**src/rtl/lock_code_sender.sv**
```systemverilog
// -----------------------------------------------------------------------------
// lock_code_sender
//
// Initiator-side companion to the combination lock. On an accepted start it
// snapshots a multi-digit switch code and plays it onto the lock's 8-bit
// switch bus as a timed sequence of one-hot presses. Each press is held for
// HOLD_CYCLES and followed by GAP_CYCLES of an all-zero bus. It then waits for
// the lock to report unlocked (success) or alarm (fail), or it times out
// (fail). An alarm seen while the code is still being sent aborts the attempt
// at once.
//
// Ports:
//   clk         system clock, rising edge
//   reset       asynchronous, active-high reset
//   start       single-cycle request to send the code (only honoured in IDLE)
//   code        3*NUM_DIGITS switch indices, digit 0 in [2:0] is sent first
//   locked_in   lock status from the lock, 1 = locked, 0 = unlocked
//   alarm_n_in  lock alarm, active-low (0 = wrong code entered)
//   switches    driven switch bus, one-hot while pressing, zero otherwise
//   busy        high while an attempt is in flight (not in the done cycle)
//   done        one-cycle pulse when the attempt finishes
//   success     result flag, valid from done, held until the next start
//   fail        result flag, valid from done, held until the next start
//
// All outputs come straight from flops. The next-state logic computes the
// next value of every output from the next state, so the outputs always line
// up with the state they describe.
// -----------------------------------------------------------------------------
module lock_code_sender #(
  parameter int NUM_DIGITS   = 4,
  parameter int HOLD_CYCLES  = 4,
  parameter int GAP_CYCLES   = 4,
  parameter int RESP_TIMEOUT = 16
) (
  input  logic                      clk,
  input  logic                      reset,
  input  logic                      start,
  input  logic [3*NUM_DIGITS-1:0]   code,
  input  logic                      locked_in,
  input  logic                      alarm_n_in,
  output logic [7:0]                switches,
  output logic                      busy,
  output logic                      done,
  output logic                      success,
  output logic                      fail
);

  // FSM encoding
  localparam logic [2:0] ST_IDLE      = 3'd0;
  localparam logic [2:0] ST_PRESS     = 3'd1;
  localparam logic [2:0] ST_GAP       = 3'd2;
  localparam logic [2:0] ST_WAIT_RESP = 3'd3;
  localparam logic [2:0] ST_FINISH    = 3'd4;

  // One shared phase counter. It is sized for the longest phase and is
  // cleared on every state entry.
  localparam int CNT_MAX_HG = (HOLD_CYCLES > GAP_CYCLES) ? HOLD_CYCLES : GAP_CYCLES;
  localparam int CNT_MAX    = (CNT_MAX_HG > RESP_TIMEOUT) ? CNT_MAX_HG : RESP_TIMEOUT;
  localparam int CNT_W      = $clog2(CNT_MAX + 1);

  localparam logic [CNT_W-1:0] CNT_ZERO  = CNT_W'(0);
  localparam logic [CNT_W-1:0] CNT_ONE   = CNT_W'(1);
  localparam logic [CNT_W-1:0] HOLD_LAST = CNT_W'(HOLD_CYCLES - 1);
  localparam logic [CNT_W-1:0] GAP_LAST  = CNT_W'(GAP_CYCLES - 1);
  localparam logic [CNT_W-1:0] RESP_LAST = CNT_W'(RESP_TIMEOUT - 1);
  localparam logic [2:0]       DIGIT_LAST = 3'(NUM_DIGITS - 1);

  // Selects digit idx out of a packed code word.
  function automatic logic [2:0] digit_of(input logic [3*NUM_DIGITS-1:0] c,
                                          input logic [2:0] idx);
    logic [2:0] d;
    d = 3'd0;
    for (int k = 0; k < NUM_DIGITS; k++) begin
      d = (idx == 3'(k)) ? c[3*k +: 3] : d;
    end
    return d;
  endfunction

  // Decodes a switch index into a one-hot bus value.
  function automatic logic [7:0] onehot8(input logic [2:0] idx);
    return 8'd1 << idx;
  endfunction

  // State and datapath registers
  logic [2:0]              state_r;
  logic [CNT_W-1:0]        cnt_r;
  logic [2:0]              digit_r;
  logic [3*NUM_DIGITS-1:0] code_r;
  logic [7:0]              switches_r;
  logic                    busy_r;
  logic                    done_r;
  logic                    success_r;
  logic                    fail_r;

  // Next-value signals
  logic [2:0]              state_s;
  logic [CNT_W-1:0]        cnt_s;
  logic [2:0]              digit_s;
  logic [3*NUM_DIGITS-1:0] code_s;
  logic [7:0]              switches_s;
  logic                    busy_s;
  logic                    done_s;
  logic                    success_s;
  logic                    fail_s;

  // Next-state, counter, digit and result-flag logic
  always_comb begin
    state_s   = state_r;
    cnt_s     = cnt_r;
    digit_s   = digit_r;
    code_s    = code_r;
    success_s = success_r;
    fail_s    = fail_r;

    case (state_r)
      ST_IDLE: begin
        if (start) begin
          state_s   = ST_PRESS;
          cnt_s     = CNT_ZERO;
          digit_s   = 3'd0;
          code_s    = code;
          success_s = 1'b0;
          fail_s    = 1'b0;
        end else begin
          state_s = ST_IDLE;
        end
      end

      ST_PRESS: begin
        // An alarm while sending aborts: the bus drops to zero next cycle.
        if (!alarm_n_in) begin
          state_s = ST_FINISH;
          cnt_s   = CNT_ZERO;
          fail_s  = 1'b1;
        end else if (cnt_r == HOLD_LAST) begin
          state_s = ST_GAP;
          cnt_s   = CNT_ZERO;
        end else begin
          cnt_s = cnt_r + CNT_ONE;
        end
      end

      ST_GAP: begin
        if (!alarm_n_in) begin
          state_s = ST_FINISH;
          cnt_s   = CNT_ZERO;
          fail_s  = 1'b1;
        end else if (cnt_r == GAP_LAST) begin
          cnt_s = CNT_ZERO;
          if (digit_r == DIGIT_LAST) begin
            state_s = ST_WAIT_RESP;
          end else begin
            state_s = ST_PRESS;
            digit_s = digit_r + 3'd1;
          end
        end else begin
          cnt_s = cnt_r + CNT_ONE;
        end
      end

      ST_WAIT_RESP: begin
        // The alarm is tested first so it wins over a simultaneous unlock.
        if (!alarm_n_in) begin
          state_s = ST_FINISH;
          cnt_s   = CNT_ZERO;
          fail_s  = 1'b1;
        end else if (!locked_in) begin
          state_s   = ST_FINISH;
          cnt_s     = CNT_ZERO;
          success_s = 1'b1;
        end else if (cnt_r == RESP_LAST) begin
          state_s = ST_FINISH;
          cnt_s   = CNT_ZERO;
          fail_s  = 1'b1;
        end else begin
          cnt_s = cnt_r + CNT_ONE;
        end
      end

      ST_FINISH: begin
        state_s = ST_IDLE;
        cnt_s   = CNT_ZERO;
      end

      default: begin
        state_s = ST_IDLE;
        cnt_s   = CNT_ZERO;
        digit_s = 3'd0;
      end
    endcase
  end

  // Output values derived from the upcoming state so the registered outputs
  // match the state they belong to
  always_comb begin
    if ((state_s == ST_PRESS) || (state_s == ST_GAP) || (state_s == ST_WAIT_RESP)) begin
      busy_s = 1'b1;
    end else begin
      busy_s = 1'b0;
    end

    if (state_s == ST_FINISH) begin
      done_s = 1'b1;
    end else begin
      done_s = 1'b0;
    end

    // code_s already holds the fresh code on the accepting edge, so the
    // first press appears in the cycle right after start.
    if (state_s == ST_PRESS) begin
      switches_s = onehot8(digit_of(code_s, digit_s));
    end else begin
      switches_s = 8'd0;
    end
  end

  // State, datapath and output registers with asynchronous reset
  always_ff @(posedge clk or posedge reset) begin
    if (reset) begin
      state_r    <= ST_IDLE;
      cnt_r      <= CNT_ZERO;
      digit_r    <= 3'd0;
      code_r     <= '0;
      switches_r <= 8'd0;
      busy_r     <= 1'b0;
      done_r     <= 1'b0;
      success_r  <= 1'b0;
      fail_r     <= 1'b0;
    end else begin
      state_r    <= state_s;
      cnt_r      <= cnt_s;
      digit_r    <= digit_s;
      code_r     <= code_s;
      switches_r <= switches_s;
      busy_r     <= busy_s;
      done_r     <= done_s;
      success_r  <= success_s;
      fail_r     <= fail_s;
    end
  end

  assign switches = switches_r;
  assign busy     = busy_r;
  assign done     = done_r;
  assign success  = success_r;
  assign fail     = fail_r;

endmodule
```
**config.mk**
```make
export PLATFORM = sky130hd
export DESIGN_NAME = lock_code_sender
export DESIGN_NICKNAME = d
export VERILOG_FILES = /design/src/rtl/lock_code_sender.sv
export SDC_FILE = /design/constraint.sdc
export NUM_CORES = 1
export LEC_CHECK = 0
export ABC_AREA = 0
export BUFFER_PORTS_ARGS = -buffer_cell sky130_fd_sc_hd__buf_2
export CAP_MARGIN = 10
export CORE_MARGIN = 1
export CORE_UTILIZATION = 55
export CTS_CLUSTER_DIAMETER = 100
export DETAILED_ROUTE_END_ITERATION = 8
export GPL_TIMING_DRIVEN = 0
export PLACE_DENSITY = 0.8
export SLEW_MARGIN = 15
export SYNTH_ARGS = -nofsm -noshare
export SYNTH_HDL_FRONTEND = slang
export SYNTH_SLANG_ARGS = --single-unit
```
**constraint.sdc**
```tcl
create_clock -name clk -period 4.9 [get_ports clk]
set_input_delay 0.98 -clock clk [delete_from_list [all_inputs] [get_ports clk]]
set_output_delay 0.98 -clock clk [all_outputs]
set_load 0.005 [all_outputs]
```
Word-level counts from Yosys, hierarchy flattened

Index checks and enable logic that the tools add are counted.

Register bits: 35
Output and inout bits: 12
Word-level logic and storage cells: 82

Add/subtract/negate cells: 2
Eq/ne operators: 20
Shift operators: 1
Muxes and demuxes: 40
Reduce and logical (&&, ||, !) cells: 10

Operators by type and width:

| operator                                            | number |
|---|---|
| two-way mux 3 bit                                   | 15 |
| two-way mux 5 bit                                   | 6 |
| two-way mux 12 bit                                  | 2 |
| equality test 3 x 2 -> 1 bit, second input constant | 7 |
| one-hot mux 5 bit (3 select lines)                  | 1 |
| one-hot mux 3 bit (4 select lines)                  | 1 |
| two-way mux 1 bit                                   | 10 |
| equality test 3 x 1 -> 1 bit, second input constant | 3 |
| one-hot mux 3 bit (3 select lines)                  | 1 |
| two-way mux 8 bit                                   | 1 |
| inequality test 2 bit, second input constant        | 4 |
| left shift 1 x 3 -> 8 bit, first input constant     | 1 |
| equality test 3 bit, second input constant          | 2 |
| zero test 3 bit                                     | 2 |
| inequality test 3 bit, second input constant        | 2 |
| adder 5 x 1 -> 5 bit, second input constant         | 1 |
| equality test 5 x 2 -> 1 bit, second input constant | 1 |
| equality test 5 x 4 -> 1 bit, second input constant | 1 |
| AND reduction 5 bit                                 | 1 |
| AND reduction 4 bit                                 | 1 |
| adder 3 x 1 -> 3 bit, second input constant         | 1 |
| one-hot mux 1 bit (3 select lines)                  | 1 |
| nonzero test 3 bit                                  | 1 |
| OR reduction 3 bit                                  | 1 |
| other kinds (5)                                     | 6 |

Logic depth before layout (Yosys ltp)

Gate-level depths: netlist (run 1).

Depth in word-level cells: 12
Depth in mapped cells: 10
Mapped depth without buffers: 10

Worst setup path after synthesis (run 1)

No wires, ideal clock.

Path type: input to register
Start: input port start
End: register switches_r[0] (netlist: switches[0])
Library setup time: 0.092 ns
Arrival time: 2.634 ns
Path slack: 2.174 ns
Stages: 6
Buffers on the path: 1
Cell sequence: nor4b_2 > buf_2 > mux2_2 > or2_1 > a32o_2 > o31ai_2

RTL lines:

| what                            | line | text |
|---|---|---|
| start: declaration              | 37   | `input logic start,` |
| two-way mux 12 bit              | 117  | `if (start) begin` |
| two-way mux 12 bit              | 115  | `case (state_r)` |
| via code_s[4]                   | 99   | `logic [3*NUM_DIGITS-1:0] code_s;` |
| two-way mux 3 bit (3 in series) | 74   | `d = (idx == 3'(k)) ? c[3*k +: 3] : d;` |
| left shift 1 x 3 -> 8 bit       | 81   | `return 8'd1 << idx;` |
| two-way mux 8 bit               | 210  | `if (state_s == ST_PRESS) begin` |
| via switches_s[0]               | 100  | `logic [7:0] switches_s;` |
| end signal: assignment          | 234  | `switches_r <= switches_s;` |
| end: declaration                | 89   | `logic [7:0] switches_r;` |

The timed path passes the listed nets, and every way through them passes these cells.
A chain may end at the register's enable or synchronous reset.

Final worst setup path (run 1)

Same ends and word-level chain as after synthesis.

==> results by group, run 1 <==
Timing
  • Final Hold Viols: 0
  • Worst slew pin tran: 0.846 ns
  • Final Setup Violations: 0
  • Slew Limit Fails: 0
  • Max Clock Skew: 0.0150 ns
  • Final min period: 2.79 ns
  • Fin Hold WS: between 0.5 and 0.6 ns
  • RSZ-0062 raised after global routing: no
  • Setup TNS: 0 ns
  • Period utilization: 57.0%
  • FMAX: 358 MHz
  • Slew headroom: 43.1%

Setup path
  • CP arrival: 3.04 ns
  • Critical Path End Type: flop
  • Slowest cell on crit path: nor4b_2
  • Worst path cell trace: buf_2, nor4b_2, buf_2, mux2_2, or2_1, a32o_1, o31ai_2
  • Worst-path fanout max: 10
  • Crit Path Class: in2reg
  • Startpoint types: primary input
  • Most used cell, CP: buf_2
  • Required time worst endpoint: 5.15 ns
  • Maximum single-stage delay on the critical path: 0.43 ns

Power and ir drop
  • Leakage power: 0.987 nW
  • Power Density: about 520 mW/mm^2
  • Peak supply drop: 0.341 mV

Clock tree
  • Worst-path clk slew: 0.11 ns
  • CTS H-tree lvls: 2
  • Postcts setup bufs: 0
  • Post-CTS Resized: 0
  • Clk sinks: 35
  • CTS buffer count: 5
  • Number of hold buffers added after cts: 0
  • Root Driver: clkbuf_4
  • Clk_lat worst skew: 0.35 ns
  • CTS tree: yes
  • Max Root-Sink Buffers: 2

Die
  • Core Area: 0.00308 sq mm
  • Die X: between 50 and 60 um
  • Cell Rows: 20
  • Initial Utilization: about three fifths
  • Die area: 0.00352 sq mm
  • Height of the chip: a little under 60 um
  • Ports: 29

Synth
  • Mapped Area: 0.00181 sq mm
  • Async S/R FF share, synth: 100%
  • Ys flop type: dfrtp_1
  • Synth Net Count: 187
  • Post-Syn Instances: 166
  • Synth Register Bits: 35
  • Post-synth EDFFs: 0
  • Post-synthesis sequential area ratio: between 40% and 50%
  • Synthesis Warnings: 0
  • Distinct cells, synth: 51
  • Avg Cell Area, Syn: 10.9 sq um

Cells and area
  • Layout cells sized above 1: approximately 33%
  • Final nets: 222
  • Diode count: 0
  • Area grow syn2layout: 15.6%

Global route
  • Number of global-route vias before repair: 1409
  • Global route total overflow: 0
  • First-pass GRT wire length: 6270 um
  • Initial antenna violation count: 0
  • Largest net degree at the start of global routing: 36
  • GR Util met3: 7.64%
  • Global route hottest layer: met2
  • Met2 Resource Use GR: between 40% and 50%
  • Global routing usage on met1: 28.4%
  • GRT Total Usage: 24.8%

Detailed routing
  • DR pass1 iterations: 4
  • # DRC: 0
  • Sum of routed wire length over all layers: around 3700 um
  • Detail Route Antenna Nets: 0
  • Vias per inst: slightly below 6
  • DR WL/cell: 15.2 um
  • Vias after detailed routing: between 1000 and 1500
  • DRT iter0 DRCs: 68

Run
  • Max cap viols: 0

Placement
  • Routability cong.: 0.865
  • Port Buf Inserts: 28
  • Detailed Place HPWL: 2690 um

Min path
  • Min-delay worst type: reg2reg

Run status
  • Outcome: completed
cell usage in the layout (no fill, tap or decap), types with 3 or more instances in the layout:
cell type  count
a21oi_1        3
ha_1           4
nor2b_1        3
nor2_1         9
buf_2         31
dfrtp_1       35
nand2b_1       9
a22o_1         3
mux2_2        12
clkbuf_4       5
o21a_1         3
nor3_1        11
a31oi_1        3
o21ai_0        4
inv_1          5
nand2_1        9
nand3_1        6
state kept, by name, summed over array words and instances, names as in the netlist, 3 cells and up:
register	cells
state_r	3
switches	8
code_r	12
digit_r	3
cnt_r	5
cell type report:
class | count | area, sq um
buffer | 6 | 26.3
clock buffer | 6 | 51.3
clock inverter | 2 | 35.0
fill | 242 | 990
inverter | 8 | 32.5
multi-input combinational | 117 | 872
sequential | 35 | 876
tap | 44 | 55.1
timing repair buffer | 28 | 140
where the power goes:
group / leakage (nW) / switching (mW) / total [mW] / internal (mW)
logic: 0.487 / 0.255 / 0.462 / 0.207
clock network: 0.0482 / 0.0980 / 0.219 / 0.121
registers: 0.452 / 0.0322 / 0.413 / 0.381
cell usage after synthesis, drive strengths merged (2+ instances only):
cell type / n / area, sq um
dfrtp: 35 / 876
mux2: 12 / 135
nor3: 11 / 55.1
nand2: 9 / 33.8
nand2b: 9 / 56.3
nor2: 9 / 33.8
inv: 8 / 32.5
nand3: 6 / 30.0
buf: 4 / 18.8
ha: 4 / 50.1
o21ai: 4 / 20.0
a21oi: 3 / 15.0
a22o: 3 / 26.3
a31oi: 3 / 18.8
nor2b: 3 / 18.8
nor4b: 3 / 47.5
o21a: 3 / 22.5
o31ai: 3 / 32.5
or2: 3 / 18.8
a21o: 2 / 15.0
a32o: 2 / 21.3
a32oi: 2 / 17.5
clkbuf: 2 / 7.51
nand4: 2 / 12.5
o221ai: 2 / 17.5
or2b: 2 / 15.0
worst max-delay path: cells and delay by family:
kind            cells  cell delay (ns)
simple gates        2             0.66
compound gates      2             0.54
buf+inv             2             0.46
mux                 1             0.39
metrics by stage:
stage | power, mW | setup WS, ns | area (sq um) | std cells | utilization [%]
finish | 1.09 | 2.11 | 2090 | 246 | 67.8
global route | 1.16 | 1.92 | 2090 | 246 | 67.8
CTS | 1.09 | 2.11 | 2090 | 246 | 67.8
detailed placement | 0.876 | 1.76 | 2000 | 238 | 65.0
global placement | 0.856 | 1.78 | 2000 | 238 | 65.0
floorplan | 0.759 | 2.17 | 1810 | 166 | -
path summary, 6_finish.rpt:
check	from	end	slack (ns)	cells after the start
worst max-delay path	start	switches[0]	2.11	7
worst min register to register	code_r[9]	code_r[9]	0.51	1
max in group asynchronous	reset	state_r[0]	3.69	2
worst max register to register	cnt_r[0]	switches[4]	2.23	7
worst min-delay path	code_r[9]	code_r[9]	0.51	1
min in group asynchronous	reset	code_r[1]	0.74	2
logic make-up after synthesis:
kind of cell | Yosys count | synth area share (%)
AO/OA/AOI/OAI | 38 | 17.5
buffers and inverters | 14 | 3.25
AND/OR/NAND/NOR | 63 | 20.6
multiplexers | 12 | 7.48
adder cells (fa/ha/maj) | 4 | 2.77
flip-flops | 35 | 48.5
routing by layer:
metal	up-vias	share of wire, %
met5	-	0
met4	0	1.9
met3	8	5.2
met2	45	51
met1	703	42
li1	689	-
(Power assumes the default switching activity.)
==> run 2: changes to the inputs <==
--- a/config.mk
+++ b/config.mk
@@ -5,7 +5,7 @@
 export SDC_FILE = /design/constraint.sdc
 export NUM_CORES = 1
 export LEC_CHECK = 0
-export ABC_AREA = 0
+export ABC_AREA = 1
 export BUFFER_PORTS_ARGS = -buffer_cell sky130_fd_sc_hd__buf_2
 export CAP_MARGIN = 10
 export CORE_MARGIN = 1
==> constraint.sdc (replaced) <==
create_clock -name clk -period 2.8 [get_ports clk]
set_input_delay 0.56 -clock clk [delete_from_list [all_inputs] [get_ports clk]]
set_output_delay 0.56 -clock clk [all_outputs]
set_load 0.005 [all_outputs]
==> run 2 against run 1 <==
Effect of this change:
- die area down 0.94%
- worst setup slack got worse by 1.5 ns
- critical path depth rose by 4
- synthesized cell count rose by 34%
- first-iteration DRC count is 2.9% lower
- register-to-register slack worse by 1.7 ns
- sequential cell count unchanged
- total power grew 45%
- final area fell by 2.6%
- final cell count is 23% higher
- critical path type is now reg2reg
==> results by group, run 2 <==
Clock tree
  • Root Driver: clkbuf_4
  • Postcts setup bufs: 0
  • CTS H-tree lvls: 2
  • Clk sinks: 35
  • Post-CTS Resized: 0
  • CTS tree: yes
  • Max Root-Sink Buffers: 2
  • CTS buffer count: 5
  • Number of hold buffers added after cts: 0
  • Worst-path clk slew: 0.10 ns
  • Clk_lat worst skew: 0.33 ns

Global route
  • Largest net degree at the start of global routing: 36
  • Number of global-route vias before repair: 1334
  • First-pass GRT wire length: 5710 um
  • Initial antenna violation count: 0
  • Global route total overflow: 0
  • GRT Total Usage: 22.1%

Timing
  • Slew headroom: 54.0%
  • Worst slew pin tran: 0.689 ns
  • Final min period: 2.23 ns
  • FMAX: roughly 450 MHz
  • Final Setup Violations: 0
  • Setup TNS: 0 ns
  • Final Hold Viols: 0
  • RSZ-0062 raised after global routing: no
  • Period utilization: 79.6%
  • Slew Limit Fails: 0
  • Max Clock Skew: 0.00302 ns

Die
  • Die area: 0.00349 sq mm
  • Initial Utilization: 58.1%
  • Height of the chip: 59.0 um
  • Die X: 59.0 um
  • Ports: 29
  • Core Area: 0.00308 sq mm
  • Cell Rows: 20

Placement
  • Detailed Place HPWL: 2570 um
  • Port Buf Inserts: 28
  • Routability cong.: 0.846

Cells and area
  • Number of flip-flops in the largest register: 12
  • Diode count: 0
  • Biggest register: code_r
  • Commonest non-fill, non-tap cells in the layout: nand2_1 (63), dfrtp_1 (35), buf_2 (30)
  • Commonest non-fill, non-tap cell in the layout: nand2_1
  • Area grow syn2layout: 13.7%
  • Fill cells: between 200 and 300
  • Layout cells sized above 1: about 22%
  • Final nets: 278
  • Fin util: about two thirds

Setup path
  • Reg2reg path depth: 11
  • Worst path cell trace: ha_1, nand2_1, nor2_1, ha_1, nor3_1, nand2_1, nand2_1, nor3_1, nor2_1, nand3_1, nor2_1
  • Crit Path Class: reg2reg
  • Required time worst endpoint: 3.06 ns
  • Maximum single-stage delay on the critical path: 0.42 ns
  • CP arrival: 2.48 ns
  • Critical Path End Type: flop
  • R2R Setup Slk: 0.57 ns
  • Worst R2R End: switches[0]
  • Startpoint types: flop
  • Reg2reg start: cnt_r[0]
  • Slowest cell on crit path: dfrtp_1
  • Worst-path fanout max: 4

Synth
  • Cell with the most instances after synthesis: nand2_1
  • Yosys top cell by area: dfrtp_1
  • Post-synth EDFFs: 0
  • Avg Cell Area, Syn: 8.06 sq um
  • Synthesis Warnings: 0
  • Post-Syn Instances: 222
  • Synth Net Count: around 240
  • Most instantiated cells after synthesis: nand2_1 (63), dfrtp_1 (35), inv_1 (27), nor2_1 (26), nand3_1 (12)
  • Async S/R FF share, synth: between 90% and 100%
  • Ys flop type: dfrtp_1
  • Distinct cells, synth: 28
  • Post-synthesis sequential area ratio: 49.0%
  • Top post-synthesis cells by area: dfrtp_1 (49%), nand2_1 (13%), inv_1 (5.7%)
  • Mapped Area: between 0.0015 and 0.002 sq mm
  • Synth Register Bits: 35
  • Share of the synthesized area in the top cell type: between 40% and 50%

Detailed routing
  • Vias per inst: 4.99
  • Vias after detailed routing: 1507
  • Detail Route Antenna Nets: 0
  • DR WL/cell: around 11 um
  • # DRC: 0
  • DRT iter0 DRCs: 66
  • DR pass1 iterations: 4
  • Sum of routed wire length over all layers: 3330 um

Power and ir drop
  • Internal power: a little under 1 mW
  • Net Sw Power: 608 uW
  • Switching Share: between 30% and 40%
  • Peak supply drop: 0.446 mV
  • Leakage power: around 1.1 nW
  • Power Density: 777 mW/mm^2
  • Part of the power in registers: between 40% and 50%
  • Clk pwr share: 15.9%
  • Comb pwr share: 39.1%

Run
  • Max cap viols: 0

Run status
  • Outcome: completed

Min path
  • Min-delay worst type: in2async
[run 2: cell count changes after synthesis, moves of 5 or more]
| cell | delta |
|---|---|
| nor2_1 | +17 |
| nand4_1 | +7 |
| mux2_2 | -12 |
| nand2b_1 | -9 |
| inv_1 | +21 |
| nand2_1 | +54 |
| nor3_1 | -5 |
| nand3_1 | +6 |
| nor2_2 | +6 |
[run 2: worst max-delay path, delay by kind of cell, from the launching register on]
kind / cells / cell delay, ns
AND/OR/NAND/NOR: 9 / 1.29
adder cells (fa/ha/maj): 2 / 0.45
flip-flops: 1 / 0.42
[run 2: how the worst max path moves through the flow]
stage	from	to	slack, ns	cells after the start
2_1_floorplan	cnt_r[0]	switches[0]	0.92	11
3_3_place_gp	start	switches[0]	0.69	8
3_5_place_dp	cnt_r[0]	switches[0]	0.64	11
4_1_cts	cnt_r[0]	switches[0]	0.61	11
5_1_grt	cnt_r[0]	switches[0]	0.38	11
6_report	cnt_r[0]	switches[0]	0.57	11
[run 2: area by class of cell]
class	instances	area, sq um	area share [%]
Buffer	3	17.5	0.861
Clock buffer	7	45.0	2.21
Clock inverter	1	5.00	0.246
Inverter	29	109	5.35
Multi-Input combinational cell	155	787	38.7
Sequential cell	35	876	43.1
Tap cell	44	55.1	2.71
Timing Repair Buffer	28	140	6.89
[run 2: per-stage QoR]
stage               hold slack [ns]  instances  cell area, sq um  total power [mW]  setup WS, ns
global placement              0.460        294              1980              1.32         0.686
floorplan                     0.445        222              1790              1.17         0.918
detailed placement            0.468        294              1980              1.34         0.642
CTS                           0.355        302              2030              1.59         0.609
finish                        0.331        302              2030              1.58         0.572
global route                  0.398        302              2030              1.71         0.375
[run 2: power by group through the flow]
stage,combinational [mW],clock (mW),sequential [mW]
finish,0.618,0.251,0.713
global route,0.702,0.276,0.730
CTS,0.619,0.258,0.714
detailed placement,0.617,0,0.725
global placement,0.601,0,0.716
floorplan,0.452,0,0.718
[run 2: kinds of logic after synthesis]
family	synth area share, %
fa+ha+maj	2.80
xor+xnor	0.490
flops	49.0
buf+inv	7.06
compound gates	6.43
simple gates	33.7
mux	0.559
[run 2: routing by layer]
layer	global-route usage [%]	wire length (um)	vias up
met2	36.5	1530	36
li1	-	-	783
met1	28.9	1630	682
met4	8.50	56	0
met3	3.93	113	6
met5	0	0	-
